===== src/rtl/pipe_pkg.sv =====
// Shared types for the pipeline hazard controller.
// FSM states and the stall/flush source codes, highest priority first.
package pipe_pkg;

  typedef enum logic {
    ST_IDLE,
    ST_MULT
  } haz_state_e;

  typedef enum logic [2:0] {
    SRC_DMEM,
    SRC_MULT,
    SRC_LDUSE,
    SRC_MSTART,
    SRC_REDIR,
    SRC_IMEM,
    SRC_NONE
  } haz_src_e;

endpackage


===== src/rtl/pipe_hazard_ctl_mult_hold_cnt.sv =====
// Multiply/divide hold down-counter for the hazard controller.
// Loads on start, counts while active and not frozen, pulses done at zero.
module mult_hold_cnt #(
  parameter  int MULT_CYCLES = 32,
  localparam int CNT_W = $clog2(MULT_CYCLES + 1)
) (
  input  logic clk,
  input  logic rst,
  input  logic start,
  input  logic active,
  input  logic freeze,
  output logic done
);

  localparam logic [CNT_W-1:0] LOAD = CNT_W'(MULT_CYCLES - 1);

  logic [CNT_W-1:0] mcnt;

  // remaining hold cycles; holds whenever the pipe is frozen
  always_ff @(posedge clk or negedge rst) begin
    if (!rst) begin
      mcnt <= '0;
    end else if (start) begin
      mcnt <= LOAD;
    end else if (active && !freeze && mcnt != '0) begin
      mcnt <= mcnt - 1'b1;
    end
  end

  // last hold cycle, only when the pipe actually moves
  always_comb begin
    done = rst && active && !freeze && (mcnt == '0);
  end

endmodule


===== src/rtl/pipe_hazard_ctl.sv =====
// Stall/flush arbiter for the 5-stage pipeline.
// Optional perf counters under HAZ_PERF_EN.
module pipe_hazard_ctl
  import pipe_pkg::*;
#(
  parameter  int REG_AW = 5,
  parameter  int MULT_CYCLES = 32,
  localparam int CNT_W = $clog2(MULT_CYCLES + 1)
) (
  input  logic              clk,
  input  logic              rst,
  input  logic [REG_AW-1:0] id_rs,
  input  logic [REG_AW-1:0] id_rt,
  input  logic              id_uses_rs,
  input  logic              id_uses_rt,
  input  logic              ex_memread,
  input  logic [REG_AW-1:0] ex_rt,
  input  logic              id_is_mult,
  input  logic              id_redirect,
  input  logic              imem_ready,
  input  logic              mem_access,
  input  logic              dmem_ready,
  output logic              pc_en,
  output logic              if_id_en,
  output logic              if_id_flush,
  output logic              id_ex_flush,
  output logic              pipe_en,
  output logic              mult_busy,
  output logic              mult_done,
  output logic [31:0]       stall_cycles,
  output logic [31:0]       flush_count
);

  haz_state_e state_q;
  haz_state_e state_d;
  haz_src_e   src;
  logic       frozen;
  logic       ld_use;
  logic       served;

  assign frozen = mem_access & ~dmem_ready;

  assign ld_use = ex_memread && (ex_rt != '0) &&
                  ((id_uses_rs && id_rs == ex_rt) ||
                   (id_uses_rt && id_rt == ex_rt));

  // highest-priority active stall/flush source
  always_comb begin
    src = SRC_NONE;
    if (frozen)                          src = SRC_DMEM;
    else if (state_q == ST_MULT)         src = SRC_MULT;
    else if (ld_use)                     src = SRC_LDUSE;
    else if (id_is_mult && !served)      src = SRC_MSTART;
    else if (id_redirect)                src = SRC_REDIR;
    else if (!imem_ready)                src = SRC_IMEM;
  end

  mult_hold_cnt #(
    .MULT_CYCLES(MULT_CYCLES)
  ) u_cnt (
    .clk   (clk),
    .rst   (rst),
    .start (src == SRC_MSTART),
    .active(state_q == ST_MULT),
    .freeze(frozen),
    .done  (mult_done)
  );

  // state register
  always_ff @(posedge clk or negedge rst) begin
    if (!rst) state_q <= ST_IDLE;
    else      state_q <= state_d;
  end

  // next state
  always_comb begin
    state_d = state_q;
    unique case (state_q)
      ST_IDLE: if (src == SRC_MSTART) state_d = ST_MULT;
      ST_MULT: if (mult_done)         state_d = ST_IDLE;
      default: state_d = ST_IDLE;
    endcase
  end

  // a finished mult stays in ID one more cycle; keep it from restarting
  always_ff @(posedge clk or negedge rst) begin
    if (!rst)          served <= 1'b0;
    else if (mult_done) served <= 1'b1;
    else if (if_id_en)  served <= 1'b0;
  end

  // pipeline control outputs
  always_comb begin
    pc_en       = 1'b1;
    if_id_en    = 1'b1;
    if_id_flush = 1'b0;
    id_ex_flush = 1'b0;
    pipe_en     = 1'b1;
    mult_busy   = rst && (state_q == ST_MULT);
    if (!rst) begin
      pc_en       = 1'b0;
      if_id_en    = 1'b0;
      if_id_flush = 1'b1;
      id_ex_flush = 1'b1;
      pipe_en     = 1'b0;
    end else begin
      unique case (src)
        SRC_DMEM: begin
          pc_en    = 1'b0;
          if_id_en = 1'b0;
          pipe_en  = 1'b0;
        end
        SRC_MULT, SRC_LDUSE, SRC_MSTART: begin
          pc_en       = 1'b0;
          if_id_en    = 1'b0;
          id_ex_flush = 1'b1;
        end
        SRC_REDIR: if_id_flush = 1'b1;
        SRC_IMEM: begin
          pc_en       = 1'b0;
          if_id_flush = 1'b1;
        end
        default: ;
      endcase
    end
  end

`ifdef HAZ_PERF_EN
  // stall and flush cycle counters, free-running wrap
  always_ff @(posedge clk or negedge rst) begin
    if (!rst) begin
      stall_cycles <= '0;
      flush_count  <= '0;
    end else begin
      if (!pc_en) stall_cycles <= stall_cycles + 32'd1;
      if (if_id_flush || id_ex_flush) flush_count <= flush_count + 32'd1;
    end
  end
`else
  assign stall_cycles = '0;
  assign flush_count  = '0;
`endif

endmodule


===== config.mk =====
export PLATFORM = sky130hd
export DESIGN_NAME = pipe_hazard_ctl
export DESIGN_NICKNAME = d
export VERILOG_FILES = /design/src/rtl/pipe_pkg.sv /design/src/rtl/pipe_hazard_ctl_mult_hold_cnt.sv /design/src/rtl/pipe_hazard_ctl.sv
export SDC_FILE = /design/constraint.sdc
export NUM_CORES = 1
export LEC_CHECK = 0
export CAP_MARGIN = 0
export CORE_ASPECT_RATIO = 0.7
export CORE_MARGIN = 2
export CORE_UTILIZATION = 50
export CTS_CLUSTER_SIZE = 40
export DETAILED_ROUTE_END_ITERATION = 8
export DONT_BUFFER_PORTS = 1
export PLACE_DENSITY = 0.64
export REMOVE_ABC_BUFFERS = 1
export SLEW_MARGIN = 40
export SYNTH_ARGS = -nofsm -noshare
export SYNTH_HDL_FRONTEND = slang
export SYNTH_SLANG_ARGS = --single-unit

===== constraint.sdc =====
create_clock -name clk -period 1.9 [get_ports clk]
set_input_delay 0.38 -clock clk [delete_from_list [all_inputs] [get_ports clk]]
set_output_delay 0.38 -clock clk [all_outputs]
set_load 0.01 [all_outputs]

==> results.sh <==
export IMPL_status="complete, but fails checks"
export IMPL_failed_checks="setup timing"
export IMPL_period_needed_ns=1.99
export IMPL_via_count=1051
export IMPL_gp_congestion=0.857
export IMPL_required_ns=1.52
export IMPL_fin_skew_ns=0.00404
export IMPL_grt_usage_pct=16.7
export IMPL_hold_viol=0
export IMPL_synth_top_area_share_pct=38.0
export IMPL_critPathMaxStageDelay_ns=0.45
export IMPL_total_power_w=0.00107
export IMPL_fin_setup_tns_ns=-0.165
export IMPL_path_max_fanout=4
export IMPL_num_antenna_cells=0
export IMPL_cts_tree="yes"
export IMPL_mostFrequentLayoutCell="conb_1"
export IMPL_grt_pass1_wl_um=3830
export IMPL_synth_area_um2=1260
export IMPL_syn_area_per_cell_um2=7.62
export IMPL_die_h_um=46.1
export IMPL_pre_cts_ws_ns=-0.138
export IMPL_critPathArrivalTime_ns=1.61
export IMPL_worst_slack_ns=-0.0877
export IMPL_h_tree_depth=1
export IMPL_ios=96
export IMPL_synth_area_leader_cell="buf_4"
export IMPL_path_cells="nor2b_1, or4_1, a21oi_2, nor3_2, buf_4"
export IMPL_die_area_um2=2950
export IMPL_drive_gt1_share_pct=18.2
export IMPL_vias_per_cell=4.89
export IMPL_overflow=0
export IMPL_worstSetupPathType="register to output pin"
export IMPL_drt_iter0_drc=64
export IMPL_synth_seq_area_share_pct=15.8
export IMPL_startpoint_type="register"
export IMPL_clk_latency_ns=0.25
export IMPL_multi_input_area_um2=861
export IMPL_drv_cap=0
export IMPL_hp_class="input port to asynchronous set/reset pin"
export IMPL_post_route_drc_count=0
export IMPL_final_area_um2=1250
export IMPL_grt_max_degree=9
export IMPL_drv_slew=0
export IMPL_dpl_instance_area_um2=1150
export IMPL_wirelength_um=2650
export IMPL_clock_sinks=8
export IMPL_place_hpwl_um=2070
export IMPL_regArea_um2=200
export IMPL_rsz0062_at_grt="yes"
export IMPL_antenna_left=0
export IMPL_worst_hold_slack_ns=0.475
export IMPL_clkTransAtPathRegs_ns=0.05
export IMPL_core_area_um2=2440
export IMPL_power_density_nw_per_um2=851
export IMPL_routedWlPerCell_um=12.3
export IMPL_rows=15
export IMPL_setup_viol=2
export IMPL_cts_buffers_inserted=3
export IMPL_start_util_pct=51.8
export IMPL_syn_to_final_growth_pct=-0.989
export IMPL_p_leak_nw=0.596
export IMPL_synthTopCellsByArea="buf_4 38%, dfrtp_1 16%, xnor2_1 6.9%"
export IMPL_cts_path_max_buffers=2
export IMPL_mostFrequentLayoutCells="64 x conb_1, 13 x buf_4, 10 x xnor2_1, 10 x nand2_1"
export IMPL_ys_warn_count=0
export IMPL_synth_seq_cells=8
export IMPL_die_x_um=64.1
export IMPL_numPortBuffers=0
export IMPL_cp_end_kind="output pin"
export IMPL_first_pass_iters=5
export IMPL_fmax_mhz=503
export IMPL_min_period_over_period_pct=105
export IMPL_grt_antenna_before_repair=0
export IMPL_synth_distinct_cells=38
export IMPL_fin_nets=209
export IMPL_synthCells=166
export IMPL_cp_slowest_cell="or4_1"
export IMPL_grt_pass1_vias=888
export IMPL_ir_drop_v=0.000283
export IMPL_nFillCells=234
export IMPL_cts_root_buf="clkbuf_4"
[flip-flops by register name, summed over array words and instances, names as in the netlist]
register / count
u_cnt.mcnt: 6
served: 1
state_q: 1
[per-layer routing]
layer | global-route usage (%) | wire, um | up-vias | part of all wire (%)
met2 | 29.2 | 1320 | 81 | 50
li1 | - | - | 469 | -
met5 | 0 | 0 | - | 0
met3 | 5.87 | 332 | 2 | 13
met4 | 4.68 | 16 | 0 | 0.60
met1 | 19.9 | 981 | 499 | 37
[power breakdown]
part	total, W	leakage, nW	internal, W	switching [W]
combinational	0.000585	0.489	0.000253	0.000332
clock	0.000129	0.0138	0.0000722	0.0000569
sequential	0.000351	0.0929	0.000241	0.000110
[per-stage QoR]
stage	utilization [%]	std cells
2_1_floorplan	-	164
3_3_place_gp	47.1	210
3_5_place_dp	47.1	210
4_1_cts	49.3	214
5_1_grt	51.3	215
6_report	51.3	215
[cell usage after synthesis (all sizes together)]
cell and count:
o21a 1, or3 2, nand2b 5, nor3 4, o21ai 10, a22o 1
buf 64, o211a 1, a32o 1, ha 1, conb 1, nand2 11
a21boi 1, nor2b 2, inv 5, o2111ai 1, a21oi 4, xnor2 10
o2bb2ai 1, o22ai 1, nor2 10, or4 2, dfrtp 8, a31oi 6
nor4 1, a31o 1, a21o 1, o22a 1, nand3 2, nor3b 2
nand4 2, o31ai 2, clkbuf 1
[worst paths after layout]
kind	to	depth (start not counted)	from	slack (ns)
worst max-delay path	pc_en	5	served$_DFFE_PN0P_	-0.09
worst min-delay path	u_cnt.mcnt[1]$_DFFE_PN0P_	1	rst	0.48
worst max register to register	u_cnt.mcnt[0]$_DFFE_PN0P_	9	u_cnt.mcnt[0]$_DFFE_PN0P_	0.21
worst min register to register	u_cnt.mcnt[1]$_DFFE_PN0P_	1	u_cnt.mcnt[1]$_DFFE_PN0P_	0.54
max in group asynchronous	state_q$_DFF_PN0_	1	rst	1.15
min in group clk	u_cnt.mcnt[0]$_DFFE_PN0P_	3	id_is_mult	0.49
[critical path, delay by kind of cell, from the launching register on]
kind / cells / cell delay [ns]
AND/OR/NAND/NOR: 3 / 0.62
flip-flops: 1 / 0.40
AO/OA/AOI/OAI: 1 / 0.20
buffers and inverters: 1 / 0.14
[area by class of cell]
cell class                 count  share of cell area (%)
clock buffer                   3                    1.80
sequential                     8                    16.0
multi-input combinational    151                    68.7
inverter                       5                    1.50
timing repair buffer          14                    8.59
tap                           34                    3.40
[logic make-up (layout without fill, tap and decap cells)]
| kind of cell | count (synthesis) | in the layout | share of synthesized area [%] |
|---|---|---|---|
| buffers and inverters | 70 | 22 | 39.8 |
| flip-flops | 8 | 8 | 15.8 |
| XOR/XNOR | 10 | 10 | 6.92 |
| AO/OA/AOI/OAI | 33 | 33 | 18.4 |
| other | 1 | 64 | 0.296 |
| AND/OR/NAND/NOR | 43 | 43 | 17.8 |
| adder cells (fa/ha/maj) | 1 | 1 | 0.989 |
[repair_timing]
action / CTS / global route
pin swaps: 7 / 2
setup buffers: 0 / 1
gates resized for setup: 5 / 10
hold endpoints to repair: 8 / 0
endpoints found under the setup margin: 4 / 6
hold buffers: 1 / 0
No activity file was read; power rests on OpenSTA's default activity.
